**config.mk**
```make
export PLATFORM = sky130hd
export DESIGN_NAME = bit_slice_serializer_flat
export DESIGN_NICKNAME = d
export VERILOG_FILES = /design/src/rtl/bit_slice_serializer_if.sv /design/src/rtl/bit_slice_serializer.sv /design/src/flat_wrapper.sv
export SDC_FILE = /design/constraint.sdc
export NUM_CORES = 1
export LEC_CHECK = 0
export ABC_AREA = 1
export CORE_ASPECT_RATIO = 0.7
export CORE_MARGIN = 2
export CORE_UTILIZATION = 25
export CTS_BUF_LIST = sky130_fd_sc_hd__clkbuf_2
export DETAILED_ROUTE_END_ITERATION = 8
export SYNTH_ARGS = -nofsm -noshare
export SYNTH_HDL_FRONTEND = slang
export SYNTH_SLANG_ARGS = --single-unit
export TNS_END_PERCENT = 1
```
**constraint.sdc**
```tcl
create_clock -name clk -period 1.5 [get_ports clk]
set_input_delay 0.3 -clock clk [delete_from_list [all_inputs] [get_ports clk]]
set_output_delay 0.3 -clock clk [all_outputs]
set_load 0.01 [all_outputs]
```
**src/rtl/bit_slice_serializer_if.sv**
```systemverilog
// CPU write/start port and slice output bus of the bit-slice serializer.
// The master side is the CPU/feeder; the slave side is the serializer itself.
interface bit_slice_serializer_if #(
   parameter int M = 32,
   parameter int N = 8
);
   localparam int AW = (M > 1) ? $clog2(M) : 1;

   logic          wr_en;
   logic [AW-1:0] wr_addr;
   logic [N-1:0]  wr_data;
   logic          start;
   logic          ready;
   logic          slice_vld;
   logic [M-1:0]  slice;
   logic          done;
   logic          wr_err;

   modport master (
      output wr_en, wr_addr, wr_data, start,
      input  ready, slice_vld, slice, done, wr_err
   );

   modport slave (
      input  wr_en, wr_addr, wr_data, start,
      output ready, slice_vld, slice, done, wr_err
   );
endinterface

```
**src/rtl/bit_slice_serializer.sv**
```systemverilog
// Buffers M words of N bits and streams them out as N gap-free M-bit
// column slices, LSB first, to feed a serial bit-slice adder.
module bit_slice_serializer #(
   parameter int M = 32,
   parameter int N = 8
) (
   input logic                  clk,
   input logic                  rst_p,
   bit_slice_serializer_if.slave bus
);
   localparam int         AW        = (M > 1) ? $clog2(M) : 1;
   localparam int         KW        = (N > 1) ? $clog2(N) : 1;
   localparam logic [KW-1:0] K_LAST = KW'(N - 1);
   localparam bit         ONE_SLICE = (N == 1);

   typedef enum logic [1:0] {IDLE, ARM, SHIFT, DONE} state_t;

   state_t                  state_q;
   logic [KW-1:0]           k_q;
   logic [M-1:0][N-1:0]     mem_q;
   logic [M-1:0]            slice_q;
   logic                    vld_q;
   logic                    done_q;
   logic                    err_q;

   logic [M-1:0]            col_d;
   logic                    addr_ok;

   // Only reachable with a non-power-of-2 M; otherwise constant true.
   assign addr_ok = ({1'b0, bus.wr_addr} < (AW + 1)'(M));

   // k_q is 0 in ARM, so the same selector serves the first and later columns.
   always_comb begin
      col_d = '0;
      for (int j = 0; j < M; j++) col_d[j] = mem_q[j][k_q];
   end

   always_ff @(posedge clk) begin
      if (rst_p) begin
         state_q <= IDLE;
         k_q     <= '0;
         mem_q   <= '0;
         slice_q <= '0;
         vld_q   <= 1'b0;
         done_q  <= 1'b0;
         err_q   <= 1'b0;
      end else begin
         err_q  <= bus.wr_en && (!addr_ok || state_q != IDLE);
         done_q <= 1'b0;
         case (state_q)
            IDLE: begin
               if (bus.wr_en && addr_ok) mem_q[bus.wr_addr] <= bus.wr_data;
               if (bus.start) state_q <= ARM;
            end
            ARM: begin
               slice_q <= col_d;
               vld_q   <= 1'b1;
               if (ONE_SLICE) begin
                  state_q <= DONE;
               end else begin
                  k_q     <= KW'(1);
                  state_q <= SHIFT;
               end
            end
            SHIFT: begin
               slice_q <= col_d;
               vld_q   <= 1'b1;
               if (k_q == K_LAST) begin
                  k_q     <= '0;
                  state_q <= DONE;
               end else begin
                  k_q <= k_q + KW'(1);
               end
            end
            DONE: begin
               vld_q   <= 1'b0;
               done_q  <= 1'b1;
               state_q <= IDLE;
            end
            default: state_q <= IDLE;
         endcase
      end
   end

   assign bus.ready     = (state_q == IDLE);
   assign bus.slice_vld = vld_q;
   assign bus.slice     = slice_q;
   assign bus.done      = done_q;
   assign bus.wr_err    = err_q;
endmodule

```
**src/flat_wrapper.sv**
```systemverilog
// flat-port wrapper written by rule: the top's interface ports become plain ports
module bit_slice_serializer_flat 
#(
   parameter int M = 32,
   parameter int N = 8
)
  (clk, rst_p, bus_wr_en, bus_wr_addr, bus_wr_data, bus_start, bus_ready, bus_slice_vld, bus_slice, bus_done, bus_wr_err);
  bit_slice_serializer_if #(.M(M), .N(N)) bus_i ();
  input logic clk;
  input logic rst_p;
  input wire logic [$bits(bus_i.wr_en)-1:0] bus_wr_en;
  input wire logic [$bits(bus_i.wr_addr)-1:0] bus_wr_addr;
  input wire logic [$bits(bus_i.wr_data)-1:0] bus_wr_data;
  input wire logic [$bits(bus_i.start)-1:0] bus_start;
  output wire logic [$bits(bus_i.ready)-1:0] bus_ready;
  output wire logic [$bits(bus_i.slice_vld)-1:0] bus_slice_vld;
  output wire logic [$bits(bus_i.slice)-1:0] bus_slice;
  output wire logic [$bits(bus_i.done)-1:0] bus_done;
  output wire logic [$bits(bus_i.wr_err)-1:0] bus_wr_err;
  assign bus_i.wr_en = bus_wr_en;
  assign bus_i.wr_addr = bus_wr_addr;
  assign bus_i.wr_data = bus_wr_data;
  assign bus_i.start = bus_start;
  assign bus_ready = bus_i.ready;
  assign bus_slice_vld = bus_i.slice_vld;
  assign bus_slice = bus_i.slice;
  assign bus_done = bus_i.done;
  assign bus_wr_err = bus_i.wr_err;
  bit_slice_serializer #(.M(M), .N(N)) u_core (.clk(clk), .rst_p(rst_p), .bus(bus_i));
endmodule
```
==> out/qor.tcl, run 1 <==
set qor(result_of_the_run) {finished, violations left}
set qor(failing_checks) {setup timing}
set qor(synth_sequential_area_ratio_pct) 43.7
set qor(detail-route-antenna-nets) 0
set qor(die_area_mm2) 0.0561
set qor(clock_tree.buffer_depth) 3
set qor(hold_path.class) {input pin to flop}
set qor(dp_hpwl_um) 24900
set qor(syn_nets) 2129
set qor(place.port_buffers) 52
set qor(peakVddDrop_uv) 906
set qor(die_w_um) 282
set qor(power_per_cell_area_mw_per_mm2) 1320
set qor(crit_path_required_time_ns) 1.20
set qor(layout.cells.most_common_list) {nor2_1, nand2_1, inv_1, dfxtp_1, nand3_1}
set qor(global_route.overflow_total) 0
set qor(post_synth_instance_area_mm2) 0.0136
set qor(fin_nets) 2264
set qor(report.final.setup_viol) 276
set qor(placement.setup.worst_slack_ns) -0.539
set qor(rsz0062_at_grt) {true}
set qor(drt_pre_antenna_iters) 6
set qor(final.setup_skew_ns) 0.103
set qor(report.power.total_w) 0.0226
set qor(ys_seq_elements) 296
set qor(register_clock_pin_slew_on_the_reported_worst_setup_and_hold_paths_ns) 0.11
set qor(max_slew.worst_pin.slew_ns) 0.518
set qor(timing.final.crit_share_pct) 135
set qor(clock_sinks) 296
set qor(post_drt_wl_per_cell_um) 13.6
set qor(clock_tree.root_cell) {clkbuf_2}
set qor(layout-drive-gt1-share_pct) 17.6
set qor(routabilityCongestion) 0.774
set qor(crit_fanout) 2
set qor(floorplan.initialDensity_pct) 25.3
set qor(first_pass_grt_wire_length_um) 66600
set qor(yosysWarningCount) 0
set qor(cp-end-kind) {output pin}
set qor(pin_count_of_the_biggest_net_entering_global_routing) 52
set qor(fmax_mhz) 493
set qor(area_delta_synth_final_pct) 25.8
set qor(class_of_the_most_critical_setup_path) {flop to output pin}
set qor(post_layout_minimum_cycle_time_ns) 2.03
set qor(via_per_inst) 4.31
set qor(max_slew_margin_pct) 65.3
set qor(post_synth_num_cell_types) 22
set qor(worst_skew_pair.late_latency_ns) 0.96
set qor(wirelength_um) 41100
set qor(antenna_cells) 0
set qor(netlist.area_leader.share_pct) 43.7
set qor(number_of_buffers_created_by_cts) 75
set qor(first_global_vias) 12300
set qor(floorplan.io_pins) 53
set qor(leakage_nw) 7.25
set qor(die-height_um) 199
set qor(number_of_antenna_violations_at_the_first_check_in_global_routing) 0
set qor(syn-instance-count) 2106
set qor(synthesis.area_per_instance_um2) 6.44
set qor(cap_viol_max_count) 0
set qor(placement_rows) 71
set qor(clock_tree.htree_level_count) 3
set qor(dr_total_vias) 13000
set qor(timing.final.ws_setup_ns) -0.527
set qor(timing.final.max_slew_violations) 0
set qor(worst-endpoint-arrival_ns) 1.73
set qor(drtIter0Drc) 1027
set qor(mostFrequentLayoutCell) {nor2_1}
set qor(final-hold-violation-count) 0
set qor(setup.worst_path.start_class) {flop}
set qor(netlist.top_cell.by_area) {dfxtp_1}
set qor(tritoncts) {built}
set qor(global_route.usage.total_pct) 15.0
set qor(floorplan.core_area_mm2) 0.0537
set qor(drc) 0
set qor(synth_area_leaders) {dfxtp_1, nor2_1, o21ai_0}
==> worst max-delay path, stage by stage (launching register included) <==
cell	delay, ns
dfxtp_2	0.35
inv_2	0.05
ha_4	0.15
buf_6	0.11
buf_6	0.11
==> worst paths after layout <==
| check | depth (start not counted) | end | from | slack [ns] |
|---|---|---|---|---|
| worst max register to register | 11 | u_core.mem_q[92] | u_core.state_q[0] | -0.21 |
| worst min-delay path | 4 | u_core.state_q[0] | rst_p | 0.20 |
| worst min register to register | 2 | u_core.mem_q[228] | u_core.mem_q[228] | 0.47 |
| worst max-delay path | 4 | bus_ready | u_core.state_q[0] | -0.53 |
==> registers in the layout (all words and copies together) (netlist names) <==
| signal | flops |
|---|---|
| u_core.mem_q | 256 |
| u_core.bus.slice | 32 |
| u_core.k_q | 3 |
| u_core.state_q | 2 |
| u_core.bus.done | 1 |
| u_core.bus.slice_vld | 1 |
| u_core.bus.wr_err | 1 |
==> cell type report <==
type / instances / area (µm²)
multi-input combinational: 1384 / 6360
sequential: 296 / 5980
tap: 730 / 913
clock buffer: 106 / 531
timing repair buffer: 171 / 1980
fill: 5904 / 36600
clock inverter: 16 / 63.8
inverter: 313 / 1240
==> report_power, final <==
part,leakage [nW],internal (W),total [W],switching [W]
sequential,2.41,0.00840,0.00871,0.000314
clock,0.475,0.00186,0.00523,0.00337
combinational,4.37,0.00361,0.00861,0.00500
total,7.25,0.0139,0.0226,0.00868
==> through the flow <==
step	hold slack [ns]	area, µm²	std cells	util (%)	setup TNS, ns
2_1_floorplan	0.369	13700	2106	-	0
4_1_cts	0.0973	16900	3016	31.5	-32.98
3_5_place_dp	0.456	15900	2881	29.6	-107.89
3_3_place_gp	0.456	15900	2881	29.6	-104.52
5_1_grt	0.152	17100	3016	31.8	-59.27
6_report	0.195	17100	3016	31.8	-25.77
==> per-layer routing <==
metal,track usage (%),wire length (µm),vias to the layer above
met3,3.24,2470,63
li1,-,-,6826
met4,3.68,602,0
met1,21.4,20600,5805
met5,0,0,-
met2,22.8,17500,310
==> synth_stat cells, drive strengths merged <==
library cell and count:
nor2 502, nand2 327, inv 311, dfxtp 296, o21ai 274, nand3 215
clkbuf 83, a21oi 53, buf 30, ha 6, nor3 5, clkinv 2
a211oi 1, o22ai 1
==> timing repair <==
| item | CTS | global route |
|---|---|---|
| pin swaps | 3 | 2 |
| buffers inserted | 3 | 0 |
| hold buffers | 10 | 0 |
| gates resized for setup | 410 | 73 |
| setup endpoints to repair | 311 | 325 |
| hold endpoints to repair | 250 | 0 |
==> kinds of logic (layout without fill, tap and decap cells) <==
family / Yosys count / after routing / synth area share [%]
fa+ha+maj: 6 / 6 / 0.554
flops: 296 / 296 / 43.7
compound gates: 329 / 329 / 12.2
simple gates: 1049 / 1049 / 31.6
buf+inv: 426 / 606 / 12.0
(Power assumes the default switching activity.)
==> run 2: changes to the inputs <==
--- a/config.mk
+++ b/config.mk
@@ -11,6 +11,7 @@
 export CORE_UTILIZATION = 25
 export CTS_BUF_LIST = sky130_fd_sc_hd__clkbuf_2
 export DETAILED_ROUTE_END_ITERATION = 8
+export SKIP_LAST_GASP = 1
 export SYNTH_ARGS = -nofsm -noshare
 export SYNTH_HDL_FRONTEND = slang
 export SYNTH_SLANG_ARGS = --single-unit
==> run 2 against run 1 <==
Net effect:
- the run still ends with setup timing left
- critical path depth unchanged
- sequential cell count unchanged
- die area unchanged
- global-route usage decreased by 0.053 points
- clock power about the same
- first-iteration DRC count increased by 12%
- non-clock buffer count unchanged
- highest routed layer unchanged
==> out/qor.tcl, run 2 (synthesis gave the netlist of run 1 again) <==
set qor(result_of_the_run) {finished, violations left}
set qor(failing_checks) {setup timing}
set qor(fmax_mhz) 491 ;# -0.54%
set qor(fin_nets) 2264 ;# unchanged
set qor(non_filler_instances) 3016 ;# unchanged
set qor(placement_rows) 71 ;# unchanged
set qor(multiInputGateArea_mm2) 0.00615 ;# -3.4%
set qor(antenna_cells) 0 ;# unchanged
set qor(class_of_the_most_critical_setup_path) {flop to output pin}
set qor(dr_total_vias) 12900 ;# -0.47%
set qor(worst_skew_pair.late_latency_ns) 0.97 ;# about the same
set qor(die_area_mm2) 0.0561 ;# unchanged
set qor(clock_tree.root_cell) {clkbuf_2}
set qor(drtIter0Drc) 1151 ;# +12%
set qor(clock_sinks) 296 ;# unchanged
set qor(report.final.setup_viol) 326 ;# +18%
set qor(first_global_vias) 12200 ;# -0.16%
set qor(pin_count_of_the_biggest_net_entering_global_routing) 52 ;# unchanged
set qor(cpLargestDelayFamily) {flip-flops}
set qor(crit_chain) {inv_2 -> ha_4 -> buf_6 -> buf_6}
set qor(power_per_cell_area_mw_per_mm2) 1320 ;# -0.13%
set qor(peakVddDrop_uv) 894 ;# -1.3%
set qor(dp_hpwl_um) 24900 ;# unchanged
set qor(floorplan.core_area_mm2) 0.0537 ;# unchanged
set qor(die-height_um) 199 ;# unchanged
set qor(layout-drive-gt1-share_pct) 12.8 ;# -4.8 points
set qor(timing.critical_path.slowest_cell_delay_ns) 0.35 ;# about the same
set qor(worst-path-buf-inv) 3 ;# unchanged
set qor(layout.cells.most_common_list) {nor2_1, nand2_1, inv_1, dfxtp_1, o21ai_0}
set qor(max_slew_margin_pct) 69.5 ;# +4.2 points
set qor(wirelength_um) 41000 ;# -0.42%
set qor(post_layout_minimum_cycle_time_ns) 2.04 ;# +0.0110 ns
set qor(setup.worst_path.start_class) {flop}
set qor(detail-route-antenna-nets) 0 ;# unchanged
set qor(placed_cells) 2881 ;# unchanged
set qor(global_route.overflow_total) 0 ;# unchanged
set qor(hold_path.class) {input pin to flop}
set qor(worst-endpoint-arrival_ns) 1.74 ;# about the same
set qor(rsz0062_at_grt) {true}
set qor(timing.final.ws_setup_ns) -0.538 ;# -0.0110 ns
set qor(registers.top_by_ff_count) {u_core.mem_q}
set qor(final-hold-violation-count) 0 ;# unchanged
set qor(floorplan.io_pins) 53 ;# unchanged
set qor(crit_path_required_time_ns) 1.20 ;# about the same
set qor(standard_cell_with_the_maximum_stage_delay_on_the_critical_path) {dfxtp_2}
set qor(crit_fanout) 2 ;# unchanged
set qor(timing.final.crit_share_pct) 136 ;# +0.73 points
set qor(floorplan.initialDensity_pct) 25.3 ;# unchanged
set qor(mostFrequentLayoutCell) {nor2_1}
set qor(cp-end-kind) {output pin}
set qor(number_of_buffers_created_by_cts) 75 ;# unchanged
set qor(largest_reg_flops) 256 ;# unchanged
set qor(global_route.usage.total_pct) 14.9 ;# -0.053 points
set qor(cap_viol_max_count) 0 ;# unchanged
set qor(register_clock_pin_slew_on_the_reported_worst_setup_and_hold_paths_ns) 0.11 ;# about the same
set qor(clock_tree.buffer_depth) 3 ;# unchanged
set qor(first_pass_grt_wire_length_um) 66400 ;# -0.37%
set qor(tritoncts) {built}
set qor(routabilityCongestion) 0.774 ;# unchanged
set qor(timing.final.max_slew_violations) 0 ;# unchanged
set qor(drc) 0 ;# unchanged
set qor(final.setup_skew_ns) 0.110 ;# +0.00717 ns
set qor(drt_pre_antenna_iters) 5 ;# -1
set qor(via_per_inst) 4.29 ;# -0.47%
set qor(leakage_nw) 7.14 ;# -1.5%
set qor(die_w_um) 282 ;# unchanged
set qor(clock_tree.htree_level_count) 3 ;# unchanged
set qor(place.port_buffers) 52 ;# unchanged
set qor(regArea_mm2) 0.00594 ;# -0.59%
set qor(nFillCells) 5954 ;# +0.85%
set qor(number_of_antenna_violations_at_the_first_check_in_global_routing) 0 ;# unchanged
set qor(finalCoreUtilization_pct) 30.9 ;# -0.88 points
set qor(max_slew.worst_pin.slew_ns) 0.458 ;# -0.0602 ns
set qor(area_delta_synth_final_pct) 22.4
set qor(cp_common_cell) {buf_6}
set qor(post_drt_wl_per_cell_um) 13.6 ;# -0.42%
[run 2: metrics by stage]
| stage | worst slack [ns] | total power (W) | hold slack, ns | cell area [µm²] | setup TNS, ns |
|---|---|---|---|---|---|
| 5_1_grt | -0.658 | 0.0236 | 0.152 | 16600 | -110.88 |
| 3_3_place_gp | -0.581 | 0.0169 | 0.456 | 15900 | -104.52 |
| 4_1_cts | -0.646 | 0.0222 | 0.0969 | 16600 | -76.66 |
| 6_report | -0.538 | 0.0219 | 0.181 | 16600 | -71.11 |
| 2_1_floorplan | 0.00894 | 0.0136 | 0.369 | 13700 | 0 |
| 3_5_place_dp | -0.539 | 0.0169 | 0.456 | 15900 | -107.89 |
[run 2: cell type report]
cell class                 count  area share [%]
inverter                     313            7.14
multi-input combinational   1384            37.1
tap                          730            5.51
clock buffer                 106            3.20
clock inverter                16           0.385
timing repair buffer         171            10.9
sequential                   296            35.8
[run 2: power breakdown]
group	switching (W)	total (W)	leakage, nW	internal, W
logic	0.00484	0.00807	4.27	0.00323
clock network	0.00338	0.00524	0.475	0.00186
registers	0.000242	0.00859	2.40	0.00835
total	0.00846	0.0219	7.14	0.0134
[run 2: worst register-to-register path: cells and delay by family (launching register included)]
| kind | cells | cell delay, ns |
|---|---|---|
| simple gates | 5 | 0.55 |
| buf+inv | 6 | 0.66 |
| flops | 1 | 0.35 |
| fa+ha+maj | 1 | 0.15 |
[run 2: path summary, 6_finish.rpt]
| path | endpoint | start | slack (ns) | cells after the start |
|---|---|---|---|---|
| max | bus_ready | u_core.state_q[0] | -0.54 | 4 |
| min | u_core.state_q[0] | rst_p | 0.18 | 4 |
| max reg2reg | u_core.mem_q[82] | u_core.state_q[0] | -0.36 | 12 |
| min reg2reg | u_core.mem_q[228] | u_core.mem_q[228] | 0.47 | 2 |
[run 2: metal layers]
layer	vias up	track usage (%)	share of wire [%]
met3	54	3.22	5.9
met5	-	0	0
li1	6805	-	-
met2	320	22.7	42
met4	0	3.53	1.3
met1	5764	21.4	51
[run 2: timing repair]
item                                    4_1_cts  5_1_grt
hold buffers                                 10        0
resized for setup                            55       10
gates cloned                                  0        0
endpoints found under the setup margin      311      328
pin swaps                                     1        0
setup buffers                                 3        0
hold endpoints to repair                    252        0
==> run 3: changes to the inputs <==
==> constraint.sdc (replaced) <==
create_clock -name clk -period 1.7 [get_ports clk]
set_input_delay 0.34 -clock clk [delete_from_list [all_inputs] [get_ports clk]]
set_output_delay 0.34 -clock clk [all_outputs]
set_load 0.01 [all_outputs]
==> run 3 against run 2 <==
Net effect:
- sequential cell count stayed put
- largest power group unchanged
- first-iteration DRC count is 11% lower
- the run still ends with setup timing left
- sequential share of layout area is 0.24 points higher
- hold slack worse by 0.043 ns
- die area stayed put
==> out/qor.tcl, run 3 (synthesis gave the netlist of run 1 again) <==
set qor(result_of_the_run) {finished, violations left}
set qor(failing_checks) {setup timing}
set qor(placement_rows) 71 ;# unchanged
set qor(cpLargestDelayFamily) {flip-flops}
set qor(first_pass_grt_wire_length_um) 65700 ;# -0.98%
set qor(timing.final.crit_share_pct) 120
set qor(crit_fanout) 2 ;# unchanged
set qor(area_delta_synth_final_pct) 21.4
set qor(clock_tree.htree_level_count) 3 ;# unchanged
set qor(global_route.overflow_total) 0 ;# unchanged
set qor(layout-drive-gt1-share_pct) 11.8 ;# -0.99 points
set qor(crit_cells) 4 ;# unchanged
set qor(hold-path-cell-count) 3 ;# -1
set qor(fin_nets) 2267 ;# +0.13%
set qor(dp_hpwl_um) 24200 ;# -2.6%
set qor(crit_path_required_time_ns) 1.36 ;# +0.16 ns
set qor(post_drt_wl_per_cell_um) 13.6 ;# about the same
set qor(r2r_cells) 11 ;# -1
set qor(mostFrequentLayoutCell) {nor2_1}
set qor(clock_tree.root_cell) {clkbuf_2}
set qor(via_per_inst) 4.31 ;# +0.49%
set qor(hp-start) {bus_start}
set qor(global_route.usage.total_pct) 14.8 ;# -0.16 points
set qor(nFillCells) 6029 ;# +1.3%
set qor(max_slew_margin_pct) 70.8 ;# +1.3 points
set qor(pin_count_of_the_biggest_net_entering_global_routing) 59 ;# +13%
set qor(post-route-cell-area_mm2) 0.0165 ;# -0.75%
set qor(tritoncts) {built}
set qor(detail-route-antenna-nets) 0 ;# unchanged
set qor(placement.cell_area_mm2) 0.0156 ;# -1.7%
set qor(post_layout_minimum_cycle_time_ns) 2.04
set qor(drt_pre_antenna_iters) 5 ;# unchanged
set qor(worst_r2r_startpoint) {u_core.state_q[1]}
set qor(setup.worst_path.start_class) {flop}
set qor(die-height_um) 199 ;# unchanged
set qor(worstReg2RegEnd) {u_core.mem_q[151]}
set qor(worst_hold_slack_ns) 0.138 ;# -0.0425 ns
set qor(drc) 0 ;# unchanged
set qor(timing.final.max_slew_violations) 0 ;# unchanged
set qor(floorplan.initialDensity_pct) 25.3 ;# unchanged
set qor(fmax_mhz) 491
set qor(die_w_um) 282 ;# unchanged
set qor(clock_tree.buffer_depth) 3 ;# unchanged
set qor(max_slew.worst_pin.slew_ns) 0.438 ;# -0.0193 ns
set qor(crit_chain) {inv_2 -> ha_4 -> buf_6 -> buf_6}
set qor(registers.top_by_ff_count) {u_core.mem_q}
set qor(final.setup_skew_ns) 0.0815 ;# -0.0288 ns
set qor(worst_skew_pair.late_latency_ns) 1.00 ;# +0.03 ns
set qor(place.port_buffers) 52 ;# unchanged
set qor(number_of_buffers_created_by_cts) 77 ;# +2.7%
set qor(die_area_mm2) 0.0561 ;# unchanged
set qor(floorplan.io_pins) 53 ;# unchanged
set qor(report.final.setup_viol) 212 ;# -35%
set qor(largest_reg_flops) 256 ;# unchanged
set qor(routabilityCongestion) 0.787 ;# +1.6%
set qor(standard_cell_with_the_maximum_stage_delay_on_the_critical_path) {dfxtp_2}
set qor(cp-end-kind) {output pin}
set qor(hold_path.class) {input pin to flop}
set qor(first_global_vias) 11900 ;# -2.5%
set qor(final-hold-violation-count) 0 ;# unchanged
set qor(timing.critical_path.slowest_cell_delay_ns) 0.34 ;# about the same
set qor(floorplan.core_area_mm2) 0.0537 ;# unchanged
set qor(multiInputGateArea_mm2) 0.00603 ;# -2.0%
set qor(worst-path-buf-inv) 3 ;# unchanged
set qor(cp_common_cell) {buf_6}
set qor(worstHoldEndpoint) {u_core.state_q[0]}
set qor(clock_sinks) 296 ;# unchanged
set qor(placement.setup.worst_slack_ns) -0.470 ;# +0.0695 ns
set qor(power_per_cell_area_mw_per_mm2) 1190 ;# -9.8%
set qor(worst-endpoint-arrival_ns) 1.70 ;# -0.04 ns
set qor(rsz0062_at_grt) {true}
set qor(dr_total_vias) 13100 ;# +0.99%
set qor(reg2reg_slack_ns) -0.22 ;# +0.14 ns
set qor(layout.cells.most_common_list) {nor2_1, nand2_1, inv_1, dfxtp_1, o21ai_0}
set qor(timing.final.ws_setup_ns) -0.336 ;# +0.202 ns
set qor(class_of_the_most_critical_setup_path) {flop to output pin}
set qor(number_of_antenna_violations_at_the_first_check_in_global_routing) 1 ;# +1
set qor(register_clock_pin_slew_on_the_reported_worst_setup_and_hold_paths_ns) 0.10 ;# about the same
set qor(regArea_mm2) 0.00594 ;# about the same
set qor(cap_viol_max_count) 0 ;# unchanged
set qor(wirelength_um) 41100 ;# +0.44%
set qor(peakVddDrop_uv) 690 ;# -23%
set qor(leakage_nw) 7.16 ;# +0.33%
set qor(drtIter0Drc) 1028 ;# -11%
[run 3: cell types whose count changed in the layout (fill, tap and decap cells not counted), moves of 4 or more]
cell | previous run | this run
nor2_1 | 486 | 498
buf_4 | 73 | 87
inv_1 | 288 | 300
dfxtp_2 | 9 | 5
nor2_4 | 16 | 3
inv_2 | 21 | 8
dfxtp_1 | 286 | 290
clkbuf_2 | 106 | 111
buf_12 | 35 | 23
[run 3: tightest hold or removal path: stages]
cell,delay [ns]
clkdlybuf4s50_1,0.46
o22ai_1,0.09
a21oi_1,0.13
[run 3: layout make-up]
class                   count  share of cell area [%]
clock buffers             111                    3.37
multi-input cells        1384                    36.6
well taps                 730                    5.55
clock inverters            24                    1.17
flip-flops and latches    296                    36.1
inverters                 313                    7.18
diodes                      1                  0.0152
repair buffers            172                    10.1
[run 3: how the worst max path moves through the flow]
stage	from	to	slack, ns
after global routing	u_core.state_q[1]	bus_ready	-0.52
after detailed placement	bus_wr_addr[0]	u_core.mem_q[229]	-0.47
after floorplan	u_core.state_q[0]	u_core.mem_q[104]	-0.03
final	u_core.state_q[1]	bus_ready	-0.34
after global placement	bus_wr_addr[0]	u_core.mem_q[194]	-0.44
after CTS	u_core.state_q[1]	bus_ready	-0.46
[run 3: report_power, final]
part           internal, W  total (W)  switching [W]
sequential         0.00736    0.00758       0.000217
combinational      0.00250    0.00669        0.00419
clock              0.00222    0.00534        0.00312
[run 3: what timing repair did]
| action | in CTS | in global routing |
|---|---|---|
| setup buffers | 3 | 0 |
| gates resized for setup | 47 | 6 |
| hold buffers | 9 | 0 |
| setup endpoints to repair | 188 | 287 |
| endpoints found under the hold margin | 249 | 0 |
| pin swaps | 1 | 1 |
[run 3: stage by stage]
stage,total power [W],utilization [%],cells,setup TNS (ns)
global route,0.0211,30.7,3031,-67.43
detailed placement,0.0145,29.1,2883,-92.31
global placement,0.0144,29.1,2883,-88.35
CTS,0.0199,30.7,3030,-30.51
floorplan,0.0119,-,2106,-2.15
finish,0.0196,30.7,3031,-24.74
[run 3: metal layers]
layer / track usage [%] / up-vias / wire, µm
met2: 22.3 / 343 / 17200
met3: 3.50 / 60 / 2480
met1: 21.0 / 5836 / 20900
li1: - / 6832 / -
met5: 0 / - / 0
met4: 3.64 / 0 / 629
